File: src/rtl/dt_res_arbiter_if.sv
// dt_res_arbiter_if: requester-side and memory-side signals of the result
// memory arbiter. The arbiter takes the slave view. The master view is the
// environment: the requesters plus the memory that returns res_di.
interface dt_res_arbiter_if #(
    parameter int NREQ = 4,
    parameter int AW   = 14,
    parameter int DW   = 8
);
    // requester side
    logic [NREQ-1:0]    req;
    logic [NREQ-1:0]    we;
    logic [NREQ-1:0]    lock;
    logic [NREQ*AW-1:0] addr;
    logic [NREQ*DW-1:0] wdata;
    logic [NREQ-1:0]    gnt;
    logic [NREQ-1:0]    rvalid;
    logic [DW-1:0]      rdata;
    logic               busy;
    // memory side
    logic               res_rd;
    logic               res_wr;
    logic [AW-1:0]      res_addr;
    logic [DW-1:0]      res_do;
    logic [DW-1:0]      res_di;

    modport master (
        output req, we, lock, addr, wdata, res_di,
        input  gnt, rvalid, rdata, busy, res_rd, res_wr, res_addr, res_do
    );

    modport slave (
        input  req, we, lock, addr, wdata, res_di,
        output gnt, rvalid, rdata, busy, res_rd, res_wr, res_addr, res_do
    );
endinterface

File: src/rtl/dt_res_arbiter.sv
// dt_res_arbiter: round-robin arbiter with a bounded lock that shares one
// single-port result memory among NREQ requesters. The winner's command is
// registered onto the memory bus and its read data comes back as a one-hot
// rvalid two cycles after the grant.
module dt_res_arbiter #(
    parameter int NREQ     = 4,
    parameter int AW       = 14,
    parameter int DW       = 8,
    parameter int MAX_LOCK = 16
) (
    input logic             clk,
    input logic             reset,
    dt_res_arbiter_if.slave bus
);
    localparam int IW = (NREQ > 1) ? $clog2(NREQ) : 1;
    localparam int CW = $clog2(MAX_LOCK + 1);

    // Arbitration state
    logic [IW-1:0]   ptr_q, ptr_d;
    logic            own_vld_q, own_vld_d;
    logic [IW-1:0]   own_q, own_d;
    logic [CW-1:0]   cnt_q, cnt_d;

    // Registered memory command
    logic            res_rd_q, res_wr_q;
    logic [AW-1:0]   res_addr_q;
    logic [DW-1:0]   res_do_q;

    // Read-return tag pipeline. Stage 1 matches the memory access cycle and
    // stage 2 matches the cycle when res_di is valid.
    logic            tag1_vld_q, tag2_vld_q;
    logic [IW-1:0]   tag1_q, tag2_q;

    // Current-cycle arbitration results
    logic            gnt_vld, lock_hit, lock_force;
    logic [IW-1:0]   win;
    logic            win_we, win_lock;
    logic [AW-1:0]   win_addr;
    logic [DW-1:0]   win_wdata;
    logic [NREQ-1:0] gnt_oh, rvalid_oh;

    // Return the first requesting index at or after p, wrapping at NREQ.
    function automatic logic [IW-1:0] rr_pick(input logic [NREQ-1:0] r,
                                              input logic [IW-1:0]   p);
        int s;
        logic found;
        rr_pick = '0;
        found   = 1'b0;
        for (int k = 0; k < NREQ; k++) begin
            s = int'(p) + k;
            if (s >= NREQ) s = s - NREQ;
            if (!found && r[IW'(s)]) begin
                found   = 1'b1;
                rr_pick = IW'(s);
            end
        end
    endfunction

    // Pick the winner. A live lock owner wins until its grant budget is spent.
    always_comb begin
        // NOTE: every variable gets a default first so no latch is inferred.
        lock_hit   = 1'b0;
        lock_force = 1'b0;
        gnt_vld    = |bus.req;
        win        = rr_pick(bus.req, ptr_q);
        if (own_vld_q && bus.req[own_q]) begin
            if (cnt_q < CW'(MAX_LOCK)) begin
                lock_hit = 1'b1;
                win      = own_q;
            end else begin
                lock_force = 1'b1;
            end
        end
        win_we    = bus.we[win];
        win_lock  = bus.lock[win];
        win_addr  = bus.addr[int'(win)*AW +: AW];
        win_wdata = bus.wdata[int'(win)*DW +: DW];
    end

    // Compute the next lock owner, lock count and round-robin pointer.
    always_comb begin
        ptr_d     = ptr_q;
        own_vld_d = own_vld_q;
        own_d     = own_q;
        cnt_d     = cnt_q;
        if (lock_force) begin
            // Budget spent: this arbitration ignored the lock, so drop it.
            own_vld_d = 1'b0;
            own_d     = '0;
            cnt_d     = '0;
        end else if (lock_hit) begin
            if (win_lock) begin
                cnt_d = cnt_q + CW'(1);
            end else begin
                own_vld_d = 1'b0;
                own_d     = '0;
                cnt_d     = '0;
            end
        end else if (gnt_vld && win_lock) begin
            own_vld_d = 1'b1;
            own_d     = win;
            cnt_d     = CW'(1);
        end else begin
            own_vld_d = 1'b0;
            own_d     = '0;
            cnt_d     = '0;
        end
        // The pointer stays put only while an existing lock keeps going.
        if (gnt_vld && !(lock_hit && win_lock)) begin
            ptr_d = (int'(win) == NREQ - 1) ? '0 : win + IW'(1);
        end
    end

    // Register arbitration state, the memory command and the read tags.
    always_ff @(posedge clk or negedge reset) begin
        if (!reset) begin
            ptr_q      <= '0;
            own_vld_q  <= 1'b0;
            own_q      <= '0;
            cnt_q      <= '0;
            res_rd_q   <= 1'b0;
            res_wr_q   <= 1'b0;
            res_addr_q <= '0;
            res_do_q   <= '0;
            tag1_vld_q <= 1'b0;
            tag1_q     <= '0;
            tag2_vld_q <= 1'b0;
            tag2_q     <= '0;
        end else begin
            // NOTE: non-blocking assignments so every register samples
            // pre-edge values, which makes the tag pipeline shift correctly.
            ptr_q      <= ptr_d;
            own_vld_q  <= own_vld_d;
            own_q      <= own_d;
            cnt_q      <= cnt_d;
            res_rd_q   <= gnt_vld && !win_we;
            res_wr_q   <= gnt_vld && win_we;
            if (gnt_vld) begin
                res_addr_q <= win_addr;
                res_do_q   <= win_wdata;
            end
            tag1_vld_q <= gnt_vld && !win_we;
            tag1_q     <= win;
            tag2_vld_q <= tag1_vld_q;
            tag2_q     <= tag1_q;
        end
    end

    // Decode the one-hot grant and read-valid vectors.
    always_comb begin
        gnt_oh    = '0;
        rvalid_oh = '0;
        if (gnt_vld)    gnt_oh[win]       = 1'b1;
        if (tag2_vld_q) rvalid_oh[tag2_q] = 1'b1;
    end

    // The grant is combinational, so it is held low while reset is asserted.
    assign bus.gnt      = reset ? gnt_oh : '0;
    assign bus.rvalid   = rvalid_oh;
    assign bus.rdata    = bus.res_di;
    assign bus.busy     = tag1_vld_q | tag2_vld_q;
    assign bus.res_rd   = res_rd_q;
    assign bus.res_wr   = res_wr_q;
    assign bus.res_addr = res_addr_q;
    assign bus.res_do   = res_do_q;
endmodule

File: src/flat_wrapper.sv
// flat-port wrapper written by rule: the top's interface ports become plain ports
module dt_res_arbiter_flat 
#(
    parameter int NREQ     = 4,
    parameter int AW       = 14,
    parameter int DW       = 8,
    parameter int MAX_LOCK = 16
)
  (clk, reset, bus_req, bus_we, bus_lock, bus_addr, bus_wdata, bus_res_di, bus_gnt, bus_rvalid, bus_rdata, bus_busy, bus_res_rd, bus_res_wr, bus_res_addr, bus_res_do);
  dt_res_arbiter_if #(.NREQ(NREQ), .AW(AW), .DW(DW)) bus_i ();
  input logic clk;
  input logic reset;
  input wire logic [$bits(bus_i.req)-1:0] bus_req;
  input wire logic [$bits(bus_i.we)-1:0] bus_we;
  input wire logic [$bits(bus_i.lock)-1:0] bus_lock;
  input wire logic [$bits(bus_i.addr)-1:0] bus_addr;
  input wire logic [$bits(bus_i.wdata)-1:0] bus_wdata;
  input wire logic [$bits(bus_i.res_di)-1:0] bus_res_di;
  output wire logic [$bits(bus_i.gnt)-1:0] bus_gnt;
  output wire logic [$bits(bus_i.rvalid)-1:0] bus_rvalid;
  output wire logic [$bits(bus_i.rdata)-1:0] bus_rdata;
  output wire logic [$bits(bus_i.busy)-1:0] bus_busy;
  output wire logic [$bits(bus_i.res_rd)-1:0] bus_res_rd;
  output wire logic [$bits(bus_i.res_wr)-1:0] bus_res_wr;
  output wire logic [$bits(bus_i.res_addr)-1:0] bus_res_addr;
  output wire logic [$bits(bus_i.res_do)-1:0] bus_res_do;
  assign bus_i.req = bus_req;
  assign bus_i.we = bus_we;
  assign bus_i.lock = bus_lock;
  assign bus_i.addr = bus_addr;
  assign bus_i.wdata = bus_wdata;
  assign bus_i.res_di = bus_res_di;
  assign bus_gnt = bus_i.gnt;
  assign bus_rvalid = bus_i.rvalid;
  assign bus_rdata = bus_i.rdata;
  assign bus_busy = bus_i.busy;
  assign bus_res_rd = bus_i.res_rd;
  assign bus_res_wr = bus_i.res_wr;
  assign bus_res_addr = bus_i.res_addr;
  assign bus_res_do = bus_i.res_do;
  dt_res_arbiter #(.NREQ(NREQ), .AW(AW), .DW(DW), .MAX_LOCK(MAX_LOCK)) u_core (.clk(clk), .reset(reset), .bus(bus_i));
endmodule
File: config.mk
export PLATFORM = sky130hd
export DESIGN_NAME = dt_res_arbiter_flat
export DESIGN_NICKNAME = d
export VERILOG_FILES = /design/src/rtl/dt_res_arbiter_if.sv /design/src/rtl/dt_res_arbiter.sv /design/src/flat_wrapper.sv
export SDC_FILE = /design/constraint.sdc
export NUM_CORES = 1
export LEC_CHECK = 0
export ABC_AREA = 1
export CORE_MARGIN = 8
export CORE_UTILIZATION = 43
export DETAILED_ROUTE_END_ITERATION = 6
export PLACE_DENSITY = 0.91
export SLEW_MARGIN = 5
export SYNTH_ARGS = -nofsm -noshare
export SYNTH_HDL_FRONTEND = slang
export SYNTH_SLANG_ARGS = --single-unit
File: constraint.sdc
create_clock -name clk -period 4.45 [get_ports clk]
set_input_delay 0.89 -clock clk [delete_from_list [all_inputs] [get_ports clk]]
set_output_delay 0.89 -clock clk [all_outputs]
set_load 0.02 [all_outputs]
After elaboration in Yosys (flattened, before gate mapping) --
Cells that the tools add are included.
Word-level totals: bits in registers 39, latch bits 0, bits in writable memories 0, memory bits (read-only) 0, input port bits 110, output and inout port bits 41, memories kept 0
Cells by class: add/subtract/negate cells 9, multiply operators 1, divide/modulo/power cells 0, order comparisons 14, eq/ne operators 2, shift-type cells 2, multiplexer cells 55, bitwise operators 1, reductions and logical operators 17
Operators with widths (number):
- indexed part select 56 x 32 -> 14 bit | 1
- indexed part select 32 x 6 -> 8 bit | 1
- 2-to-1 mux 2 bit | 15
- 2-to-1 mux 1 bit | 25
- less-than comparator 2 x 4 -> 1 bit, second input constant | 4
- 2-to-1 mux 5 bit | 3
- binary-select mux 1 bit (select 2 bit) | 7
- 2-to-1 mux 4 bit | 3
- logical AND 1 bit | 11
- greater-or-equal comparator 3 bit, second input constant | 3
- less-than comparator 2 x 3 -> 1 bit, second input constant | 3
- subtractor 2 x 1 -> 2 bit, second input constant | 4
- adder 2 x 2 -> 3 bit, second input constant | 2
- adder 5 x 1 -> 5 bit, second input constant | 1
- logical NOT 1 bit | 5
- less-than comparator 5 bit, second input constant | 1
- multiplier 2 x 3 -> 5 bit, second input constant | 1
- demux 1 bit (select 2 bit) | 2
- greater-or-equal comparator 2 x 1 -> 1 bit, second input constant | 2
- OR reduction 4 bit | 1
- adder 2 x 1 -> 3 bit, second input constant | 1
- greater-or-equal comparator 2 x 3 -> 1 bit, second input constant | 1
- inequality test 3 bit, second input constant | 1
- adder 2 x 1 -> 2 bit, second input constant | 1
- 2 further kinds | 2

Depth between registers and ports, before layout --
Gate-level depths: netlist (run 1).
depth in word-level cells 23, depth in mapped cells 16, gate-level depth less buffers 16

Worst setup path after synthesis (run 1) --
OpenSTA, ideal clock, no wires.
path type input port to output port, start point in bus_req[2], end point out bus_gnt[0], data arrival time 2.320 ns, data required time 3.560 ns, slack 1.240 ns, stages 12, cell sequence inv_1 > nand2_1 > and2_4 > nor2_4 > nand2_2 > o21ai_2 > inv_2 > a21boi_4 > buf_6 > ha_1 > inv_1 > nor2_1
On the way: longest elaborated chain between the ends 21, elaborated cells between the ends (all ways) 38, those cells by class order compare (2); mux (27); reduce/logical (9)
Ends and longest elaborated chain:
- start, declared | RTL line flat_wrapper.sv:13 | input wire logic [$bits(bus_i.req)-1:0] bus_req;
- binary-select mux 1 bit (select 2 bit) | RTL line dt_res_arbiter.sv:52 | if (!found && r[IW'(s)]) begin
- 2-to-1 mux 1 bit (not written as such) (2 in series) | RTL line dt_res_arbiter.sv:52
- 2-to-1 mux 1 bit | RTL line dt_res_arbiter.sv:52
- logical NOT 1 bit | RTL line dt_res_arbiter.sv:52
- logical AND 1 bit | RTL line dt_res_arbiter.sv:52
- 2-to-1 mux 1 bit | RTL line dt_res_arbiter.sv:52
- logical NOT 1 bit | RTL line dt_res_arbiter.sv:52
- logical AND 1 bit | RTL line dt_res_arbiter.sv:52
- [4 not listed]
- 2-to-1 mux 2 bit | RTL line dt_res_arbiter.sv:67 | if (cnt_q < CW'(MAX_LOCK)) begin
- 2-to-1 mux 2 bit | RTL line dt_res_arbiter.sv:66 | if (own_vld_q && bus.req[own_q]) begin
- less-than comparator 2 x 3 -> 1 bit (not written as such) or greater-or-equal comparator 2 x 1 -> 1 bit (tied branches) | RTL line dt_res_arbiter.sv:153 | if (gnt_vld) gnt_oh[win] = 1'b1;
- logical AND 1 bit (not written as such) | RTL line dt_res_arbiter.sv:153
- 2-to-1 mux 1 bit (not written as such) | RTL line dt_res_arbiter.sv:153
- demux 1 bit (select 2 bit)
- 2-to-1 mux 4 bit (*) | RTL line dt_res_arbiter.sv:153
- 2-to-1 mux 4 bit (*) | RTL line dt_res_arbiter.sv:158 | assign bus.gnt = reset ? gnt_oh : '0;
- end, declared | RTL line flat_wrapper.sv:19 | output wire logic [$bits(bus_i.gnt)-1:0] bus_gnt;
Every way passes the cells marked *; elsewhere a longest branch is shown, timed or not. The select of a mux whose other input is x is not followed.

Worst setup path in the final report (run 1) --
start point in bus_req[0], end point out bus_gnt[2]
Same word-level chain as after synthesis.

==> results of run 1 <==
## where the power goes
group,internal [mW],leakage (nW),switching [mW]
Sequential,0.543,0.474,0.118
Combinational,0.953,1.54,1.49
Clock,0.109,0.0412,0.120
Total,1.61,2.06,1.73
## final cells by class
| cell class | count | area, um2 |
|---|---|---|
| Clock buffer | 6 | 72.6 |
| Fill cell | 550 | 2090 |
| Inverter | 46 | 173 |
| Multi-Input combinational cell | 301 | 1480 |
| Tap cell | 77 | 96.3 |
| Timing Repair Buffer | 144 | 1420 |
| Sequential cell | 39 | 976 |
| Clock inverter | 2 | 12.5 |
## placed cells by master (no fill, tap or decap), types with 5 or more instances in the layout
cell / count
nand2_1: 152
o211ai_1: 22
nand3_1: 14
clkdlybuf4s50_1: 131
buf_4: 10
clkbuf_8: 5
nor2_1: 32
o21ai_1: 39
o21ai_0: 6
nor3_1: 5
ha_1: 5
inv_1: 37
dfrtp_1: 39
nand2_2: 5
nand3_2: 5
inv_2: 8
## sequential cells by signal, summed over array words and instances (netlist names), 2 cells and up
register and flops:
u_core.own_q 2, u_core.ptr_q 2, u_core.bus.res_addr 14, u_core.tag2_q 2, u_core.bus.res_do 8, u_core.cnt_q 5, u_core.tag1_q 2
## kinds of logic (layout without fill, tap and decap cells)
| family | Yosys count | count (layout) | synth area share (%) |
|---|---|---|---|
| xor+xnor | 1 | 1 | 0.313 |
| compound gates | 71 | 71 | 15.3 |
| flops | 39 | 39 | 34.9 |
| fa+ha+maj | 5 | 5 | 2.24 |
| simple gates | 224 | 224 | 34.7 |
| buf+inv | 72 | 198 | 12.6 |
## worst paths after layout
path,cells after the start,slack (ns),startpoint,end
max,13,0.23,bus_req[0],bus_gnt[2]
min,0,0.36,u_core.tag1_q[1],u_core.tag2_q[1]
max reg2reg,15,1.87,u_core.ptr_q[0],u_core.ptr_q[1]
min reg2reg,0,0.36,u_core.tag1_q[1],u_core.tag2_q[1]
max in group asynchronous,2,3.45,reset,u_core.ptr_q[1]
min in group asynchronous,2,0.66,reset,u_core.bus.res_rd
## what timing repair did
item                                    in CTS  in global routing
endpoints found under the setup margin       0                  3
buffers inserted                             0                  1
hold endpoints to repair                     0                  0
gates resized for setup                      0                  2
## through the flow
stage,cells,utilization [%],hold slack [ns],setup slack [ns]
6_report,615,66.9,0.357,0.234
5_1_grt,615,66.9,0.379,0.0265
4_1_cts,614,66.7,0.357,0.136
3_5_place_dp,606,65.4,0.341,0.146
3_3_place_gp,606,65.4,0.339,0.168
2_1_floorplan,412,-,0.331,1.24
## per-layer routing
metal  share of wire (%)  vias to the layer above  global-route usage (%)  wire, um
li1                    -                     1554                       -         -
met1                  40                     1430                    20.2      3590
met2                  50                      126                    33.5      4500
met3                 7.8                       19                    6.33       711
met4                 2.8                        0                    8.17       258
met5                   0                        -                       0         0
==> results.sh, run 1 <==
export IMPL_outcome="complete, no violations"
export IMPL_htreeDepth=2
export IMPL_ys_flop_type="dfrtp_1"
export IMPL_grt_max_degree=40
export IMPL_startpoint_type="input pin"
export IMPL_synth_top_area_cell="dfrtp_1"
export IMPL_core_area_um2=6310
export IMPL_overflow=0
export IMPL_post_route_period_util_pct=94.7
export IMPL_cts_root_buf="clkbuf_8"
export IMPL_synthCells=412
export IMPL_dpl_instance_area_um2=4130
export IMPL_die_height_um=96.7
export IMPL_async_flop_share_pct=100
export IMPL_grt_pass1_wl_um=15300
export IMPL_criticalPathCategory="input pin to primary output"
export IMPL_finalPower_mw=3.33
export IMPL_powerDensity_nw_per_um2=789
export IMPL_clk_latency_ns=0.29
export IMPL_grt_usage_pct=19.1
export IMPL_setup_viol=0
export IMPL_finalClockSkew_ns=0.00504
export IMPL_clk_pin_slew_ns=0.07
export IMPL_finalHoldViolCount=0
export IMPL_drt_iter0_drc=171
export IMPL_hp_class="flop to flop"
export IMPL_cp_arrival_ns=3.33
export IMPL_crit_family="buffers and inverters"
export IMPL_pin_count=151
export IMPL_maxCapViolCount=0
export IMPL_rows=29
export IMPL_ys_seq_area_share_pct=34.9
export IMPL_avgSynthCellArea_um2=6.79
export IMPL_fin_tns_setup_ns=0
export IMPL_die_x_um=96.7
export IMPL_drive_gt1_share_pct=8.36
export IMPL_grt_pass1_vias=3334
export IMPL_cts_num_sinks=39
export IMPL_wl_per_cell_um=14.7
export IMPL_yosysMostFrequentCell="nand2_1"
export IMPL_slew_headroom_pct=68.1
export IMPL_slowest_stage="clkdlybuf4s50_1"
export IMPL_drt_vias_per_instance=5.09
export IMPL_antenna_found_initial=0
export IMPL_ys_top_cells_by_count="152 x nand2_1, 39 x dfrtp_1, 39 x o21ai_1"
export IMPL_leakagePower_nw=2.06
export IMPL_ant_nets=0
export IMPL_worstPathCellList="clkdlybuf4s50_1 -> inv_2 -> nand2_1 -> nand3b_1 -> nand2_1 -> nand3b_1 -> inv_1 -> nand2_1 -> nand2_4 -> ha_1 -> inv_1 -> nor2_1 -> clkdlybuf4s50_1"
export IMPL_syn_nets=527
export IMPL_dr_pass1_iters=4
export IMPL_diodes=0
export IMPL_yosys_warnings=0
export IMPL_final_nets=652
export IMPL_fin_crit_ns=4.22
export IMPL_clock_fmax_mhz=237
export IMPL_cts_tree="yes"
export IMPL_cp_required_ns=3.56
export IMPL_worst_slew_pin_slew_ns=0.479
export IMPL_dpl_hpwl_um=7300
export IMPL_critPathBufInv=5
export IMPL_dieArea_um2=9350
export IMPL_numCtsBuffers=5
export IMPL_port_buffers=134
export IMPL_drcViolationCount=0
export IMPL_cts_path_max_buffers=2
export IMPL_ir_worst_vdd_mv=0.431
export IMPL_final_cell_area_um2=4230
export IMPL_num_vias=3129
export IMPL_cp_end_kind="primary output"
export IMPL_start_util_pct=44.3
export IMPL_rsz0062_at_grt="no"
export IMPL_slowest_delay_ns=0.64
export IMPL_path_max_fanout=11
export IMPL_syn_area_um2=2800
export IMPL_gp_congestion=0.875
export IMPL_synth_edf_count=0
export IMPL_wl_um=9060
export IMPL_critPathMostFrequentCell="nand2_1"
export IMPL_drv_slew=0
export IMPL_cts_hold_buf=0
export IMPL_ys_types=30
export IMPL_synth_area_leaders="dfrtp_1 35%, nand2_1 20%, o21ai_1 7.0%, o211ai_1 5.9%, inv_1 5.0%"
export IMPL_ys_ff_latch=39
export IMPL_area_delta_synth_final_pct=51.0
export IMPL_yosysTopAreaCellShare_pct=34.9
(Power assumes the default switching activity.)
==> inputs of run 2 (changes only) <==
--- a/config.mk
+++ b/config.mk
@@ -6,7 +6,7 @@
 export NUM_CORES = 1
 export LEC_CHECK = 0
 export ABC_AREA = 1
-export CORE_MARGIN = 8
+export CORE_MARGIN = 2
 export CORE_UTILIZATION = 43
 export DETAILED_ROUTE_END_ITERATION = 6
 export PLACE_DENSITY = 0.91
==> run 2 against run 1 <==
  * First-iteration DRC count shrank 7.6%
  * Total power shrank 1.2%
  * Clock skew is essentially flat
  * Global-route usage grew 3.9 points
==> results.sh, run 2 (synthesized netlist as in run 1, its figures left out) <==
export IMPL_outcome="complete, no violations"
export IMPL_drcViolationCount=0
export IMPL_final_common_cell="nand2_1"
export IMPL_drt_vias_per_instance=5.08
export IMPL_dr_pass1_iters=6
export IMPL_die_x_um=84.7
export IMPL_grt_pass1_wl_um=13300
export IMPL_r2r_slack_ns=1.82
export IMPL_dieArea_um2=7170
export IMPL_die_height_um=84.7
export IMPL_htreeDepth=2
export IMPL_cp_required_ns=3.56
export IMPL_grt_usage_pct=23.0
export IMPL_rows=29
export IMPL_worst_slew_pin_slew_ns=0.481
export IMPL_grt_max_degree=40
export IMPL_start_util_pct=44.3
export IMPL_finalClockSkew_ns=0.00518
export IMPL_drive_gt1_share_pct=7.85
export IMPL_largest_register_ffs=14
export IMPL_overflow=0
export IMPL_clock_fmax_mhz=237
export IMPL_clk_latency_ns=0.28
export IMPL_startpoint_type="input pin"
export IMPL_drv_slew=0
export IMPL_diodes=0
export IMPL_port_buffers=134
export IMPL_gp_congestion=0.909
export IMPL_ant_nets=0
export IMPL_grt_met3_usage_pct=6.19
export IMPL_wl_um=8200
export IMPL_leakagePower_nw=2.06
export IMPL_cts_setup_buffers=0
export IMPL_most_common_layout_cells="152 x nand2_1, 130 x clkdlybuf4s50_1, 39 x o21ai_1, 39 x dfrtp_1, 37 x inv_1"
export IMPL_core_area_um2=6310
export IMPL_cts_root_buf="clkbuf_8"
export IMPL_cts_tree="yes"
export IMPL_grt_busiest_layer="met2"
export IMPL_pin_count=151
export IMPL_wl_per_cell_um=13.4
export IMPL_clock_power_share_pct=6.6
export IMPL_numCtsBuffers=5
export IMPL_drt_iter0_drc=158
export IMPL_power_internal_mw=1.59
export IMPL_final_core_utilization_pct=66.6
export IMPL_final_nets=651
export IMPL_antenna_found_initial=0
export IMPL_clk_pin_slew_ns=0.07
export IMPL_finalPower_mw=3.29
export IMPL_finalHoldViolCount=0
export IMPL_cts_path_max_buffers=2
export IMPL_met1_usage_pct=26.6
export IMPL_hp_class="flop to flop"
export IMPL_slew_headroom_pct=67.9
export IMPL_swShare_pct=51.8
export IMPL_cp_arrival_ns=3.32
export IMPL_whs_path_depth=0
export IMPL_criticalPathCategory="input pin to primary output"
export IMPL_setup_ws_ns=0.236
export IMPL_p_switching_mw=1.71
export IMPL_p_comb_share_pct=73.5
export IMPL_r2r_start="u_core.ptr_q[0]"
export IMPL_area_delta_synth_final_pct=50.3
export IMPL_met2_usage_pct=41.9
export IMPL_setup_viol=0
export IMPL_post_place_ws_ns=0.121
export IMPL_num_vias=3107
export IMPL_cts_num_sinks=39
export IMPL_rsz0062_at_grt="no"
export IMPL_sequentialPowerShare_pct=20.0
export IMPL_path_max_fanout=13
export IMPL_r2r_end="u_core.ptr_q[1]"
export IMPL_maxCapViolCount=0
export IMPL_hold_start="u_core.tag1_q[1]"
export IMPL_holdWs_ns=0.353
export IMPL_ir_worst_vdd_mv=0.460
export IMPL_grt_pass1_vias=3010
export IMPL_powerDensity_nw_per_um2=783
export IMPL_min_to="u_core.tag2_q[1]"
export IMPL_reg2regPathDepth=16
export IMPL_dpl_hpwl_um=6320
export IMPL_fin_crit_ns=4.21
export IMPL_cp_end_kind="primary output"
export IMPL_post_route_period_util_pct=94.7
export IMPL_fin_tns_setup_ns=0
==> run 2: cell types whose count changed in the layout (fill, tap and decap cells not counted) <==
cell / before / now
clkinv_2: 1 / 0
buf_4: 10 / 9
dlymetal6s2s_1: 2 / 3
clkdlybuf4s50_1: 131 / 130
clkinvlp_4: 1 / 0
==> run 2: timing repair <==
action / 4_1_cts / 5_1_grt
hold buffers: 0 / 0
hold endpoints to repair: 0 / 0
setup endpoints to repair: 0 / 3
resized for setup: 0 / 3
==> run 2: metal layers <==
metal	vias up	routed length, um
met5	-	0
met4	0	137
met3	16	611
met2	120	4210
met1	1424	3250
li1	1547	-
==> run 2: power groups by stage <==
stage | Combinational (mW) | Sequential [mW] | Clock (mW)
after floorplan | 1.61 | 0.772 | 0
after global placement | 2.33 | 0.654 | 0
after detailed placement | 2.42 | 0.657 | 0
after CTS | 2.44 | 0.654 | 0.218
after global routing | 2.70 | 0.676 | 0.240
final | 2.42 | 0.658 | 0.216
==> run 2: worst max-delay path, stage by stage <==
cell and delay (ns):
clkdlybuf4s50_1 0.55, inv_1 0.11, nand2_1 0.07, nand3_1 0.06
nand2_1 0.09, nand3b_1 0.15, inv_1 0.17, nand2_1 0.14
nand2_4 0.18, ha_1 0.17, inv_1 0.04, nor2_1 0.09
clkdlybuf4s50_1 0.63
==> run 2: area by class of cell <==
class	count	area, um2
fill	558	2110
multi-input combinational	301	1480
timing repair buffer	143	1410
sequential	39	976
inverter	46	173
tap	77	96.3
clock buffer	6	72.6
==> run 2: how the worst max path moves through the flow <==
stage	cells past startpoint	to	from
2_1_floorplan	12	bus_gnt[0]	bus_req[2]
3_3_place_gp	13	bus_gnt[0]	bus_req[1]
3_5_place_dp	15	bus_gnt[0]	bus_req[0]
4_1_cts	15	bus_gnt[0]	bus_req[0]
5_1_grt	13	bus_gnt[2]	bus_req[3]
6_report	13	bus_gnt[2]	bus_req[2]
==> run 2: metrics by stage <==
stage,instances,area (um2)
6_report,612,4210
5_1_grt,612,4210
4_1_cts,612,4200
3_5_place_dp,606,4130
3_3_place_gp,606,4130
2_1_floorplan,412,2800
==> inputs of run 3 (changes only) <==
--- a/config.mk
+++ b/config.mk
@@ -9,7 +9,7 @@
 export CORE_MARGIN = 2
 export CORE_UTILIZATION = 43
 export DETAILED_ROUTE_END_ITERATION = 6
-export PLACE_DENSITY = 0.91
+export PLACE_DENSITY = 0.86
 export SLEW_MARGIN = 5
 export SYNTH_ARGS = -nofsm -noshare
 export SYNTH_HDL_FRONTEND = slang
==> run 3 against run 2 <==
  * Non-clock buffer count rose by 1
  * Count of clock-buffer cells in the layout is the same
  * Sequential power hardly changed
  * Total power increased by 4.3%
  * Maximum frequency grew 0.51%
  * Critical path depth unchanged
  * Die area stayed put
  * Utilization up 0.95 points
  * Final cell count is 0.49% higher
  * First-iteration DRC count increased by 3.2%
  * Worst hold slack worse by 0.0015 ns
  * Worst setup slack improved by 0.021 ns
  * Critical path type unchanged
  * Largest cell class unchanged
  * Highest routed layer unchanged
==> results.sh, run 3 (synthesized netlist as in run 1, its figures left out) <==
export IMPL_port_buffers=134
export IMPL_wl_um=8220
export IMPL_p_switching_mw=1.71
export IMPL_slew_headroom_pct=68.3
export IMPL_grt_pass1_wl_um=13800
export IMPL_finalPower_mw=3.44
export IMPL_grt_busiest_layer="met2"
export IMPL_setup_viol=0
export IMPL_dpl_instance_area_um2=4140
export IMPL_cp_arrival_ns=3.30
export IMPL_clock_power_share_pct=10.1
export IMPL_sequentialPowerShare_pct=19.2
export IMPL_critPathMostFrequentCell="nand2_1"
export IMPL_drcViolationCount=0
export IMPL_r2r_slack_ns=1.83
export IMPL_numCtsBuffers=5
export IMPL_criticalPathCategory="input pin to primary output"
export IMPL_final_common_cell="nand2_1"
export IMPL_grt_met3_usage_pct=6.19
export IMPL_pin_count=151
export IMPL_worstPathCellList="clkdlybuf4s50_1 -> inv_2 -> nand2_1 -> nand3b_1 -> nand2_1 -> nand3b_1 -> inv_1 -> nand2_1 -> nand2_4 -> ha_1 -> inv_1 -> nor2_1 -> clkdlybuf4s50_1"
export IMPL_wl_per_cell_um=13.4
export IMPL_cts_num_sinks=39
export IMPL_drt_vias_per_instance=4.99
export IMPL_r2r_end="u_core.ptr_q[0]"
export IMPL_cts_root_buf="clkbuf_8"
export IMPL_r2r_start="u_core.ptr_q[0]"
export IMPL_outcome="complete, no violations"
export IMPL_cp_required_ns=3.56
export IMPL_finalClockSkew_ns=0.00283
export IMPL_gp_congestion=0.889
export IMPL_met2_usage_pct=43.2
export IMPL_ant_nets=0
export IMPL_cts_tree="yes"
export IMPL_area_delta_synth_final_pct=52.5
export IMPL_startpoint_type="input pin"
export IMPL_clk_pin_slew_ns=0.07
export IMPL_leakagePower_nw=2.05
export IMPL_reg2regPathDepth=16
export IMPL_grt_usage_pct=23.7
export IMPL_die_height_um=84.7
export IMPL_drt_iter0_drc=163
export IMPL_finalHoldViolCount=0
export IMPL_slowest_delay_ns=0.61
export IMPL_final_nets=652
export IMPL_cts_path_max_buffers=2
export IMPL_path_max_fanout=9
export IMPL_core_area_um2=6310
export IMPL_largest_register_ffs=14
export IMPL_maxCapViolCount=0
export IMPL_cts_setup_buffers=0
export IMPL_most_common_layout_cells="152 x nand2_1, 133 x clkdlybuf4s50_1, 39 x o21ai_1, 39 x dfrtp_1, 37 x inv_1"
export IMPL_cp_end_kind="primary output"
export IMPL_whs_path_depth=0
export IMPL_start_util_pct=44.3
export IMPL_powerDensity_nw_per_um2=805
export IMPL_grt_max_degree=40
export IMPL_grt_pass1_vias=3164
export IMPL_drv_slew=0
export IMPL_die_x_um=84.7
export IMPL_swShare_pct=49.8
export IMPL_diodes=0
export IMPL_hp_class="flop to flop"
export IMPL_hold_start="u_core.tag1_q[1]"
export IMPL_drive_gt1_share_pct=8.36
export IMPL_dr_pass1_iters=4
export IMPL_clk_latency_ns=0.29
export IMPL_slowest_stage="clkdlybuf4s50_1"
export IMPL_power_internal_mw=1.72
export IMPL_cts_resized=0
export IMPL_dpl_hpwl_um=6440
export IMPL_final_cell_area_um2=4270
export IMPL_rsz0062_at_grt="no"
export IMPL_fin_tns_setup_ns=0
export IMPL_dieArea_um2=7170
export IMPL_htreeDepth=2
export IMPL_fin_crit_ns=4.19
export IMPL_post_route_period_util_pct=94.2
export IMPL_worst_slew_pin_slew_ns=0.476
export IMPL_cts_hold_buf=0
export IMPL_antenna_found_initial=0
export IMPL_ir_worst_vdd_mv=0.462
export IMPL_overflow=0
export IMPL_min_to="u_core.tag2_q[1]"
export IMPL_met1_usage_pct=26.3
export IMPL_p_comb_share_pct=70.7
export IMPL_rows=29
export IMPL_clock_fmax_mhz=238
export IMPL_num_vias=3070
run 3: layout make-up:
cell class              count  area, um2
clock inverters             2       60.1
multi-input cells         301       1480
clock buffers               6       72.6
flip-flops and latches     39        976
repair buffers            144       1410
well taps                  77       96.3
fillers                   533       2050
inverters                  46        173
run 3: power groups by stage:
stage	registers (mW)	clock network, mW	logic [mW]
4_1_cts	0.659	0.352	2.44
5_1_grt	0.678	0.369	2.73
6_report	0.659	0.347	2.43
3_3_place_gp	0.656	0	2.34
2_1_floorplan	0.772	0	1.61
3_5_place_dp	0.660	0	2.44
run 3: worst max-delay path by stage:
stage	start	endpoint	slack (ns)
after CTS	bus_req[2]	bus_gnt[0]	0.27
after global routing	bus_req[3]	bus_gnt[0]	0.07
final	bus_req[1]	bus_gnt[0]	0.26
after global placement	bus_req[1]	bus_gnt[0]	0.38
after detailed placement	bus_req[1]	bus_gnt[0]	0.28
after floorplan	bus_req[2]	bus_gnt[0]	1.24
run 3: through the flow:
step	util (%)	hold WS [ns]	cells	setup slack, ns
floorplan	-	0.331	412	1.24
global placement	65.5	0.336	607	0.376
detailed placement	65.5	0.335	607	0.278
CTS	67.6	0.356	615	0.273
global route	67.6	0.370	615	0.0653
finish	67.6	0.351	615	0.257
run 3: layer usage:
layer	vias to the layer above	share of wire, %	wire length [um]
met2	108	51	4160
met5	-	0	0
li1	1550	-	-
met4	0	2.9	235
met1	1390	40	3330
met3	22	6.1	498
run 3: worst max-delay path: cells and delay by family:
family,cells,cell delay [ns]
adders and majority gates,1,0.16
buffers and inverters,5,1.47
and+or+nand+nor,7,0.77
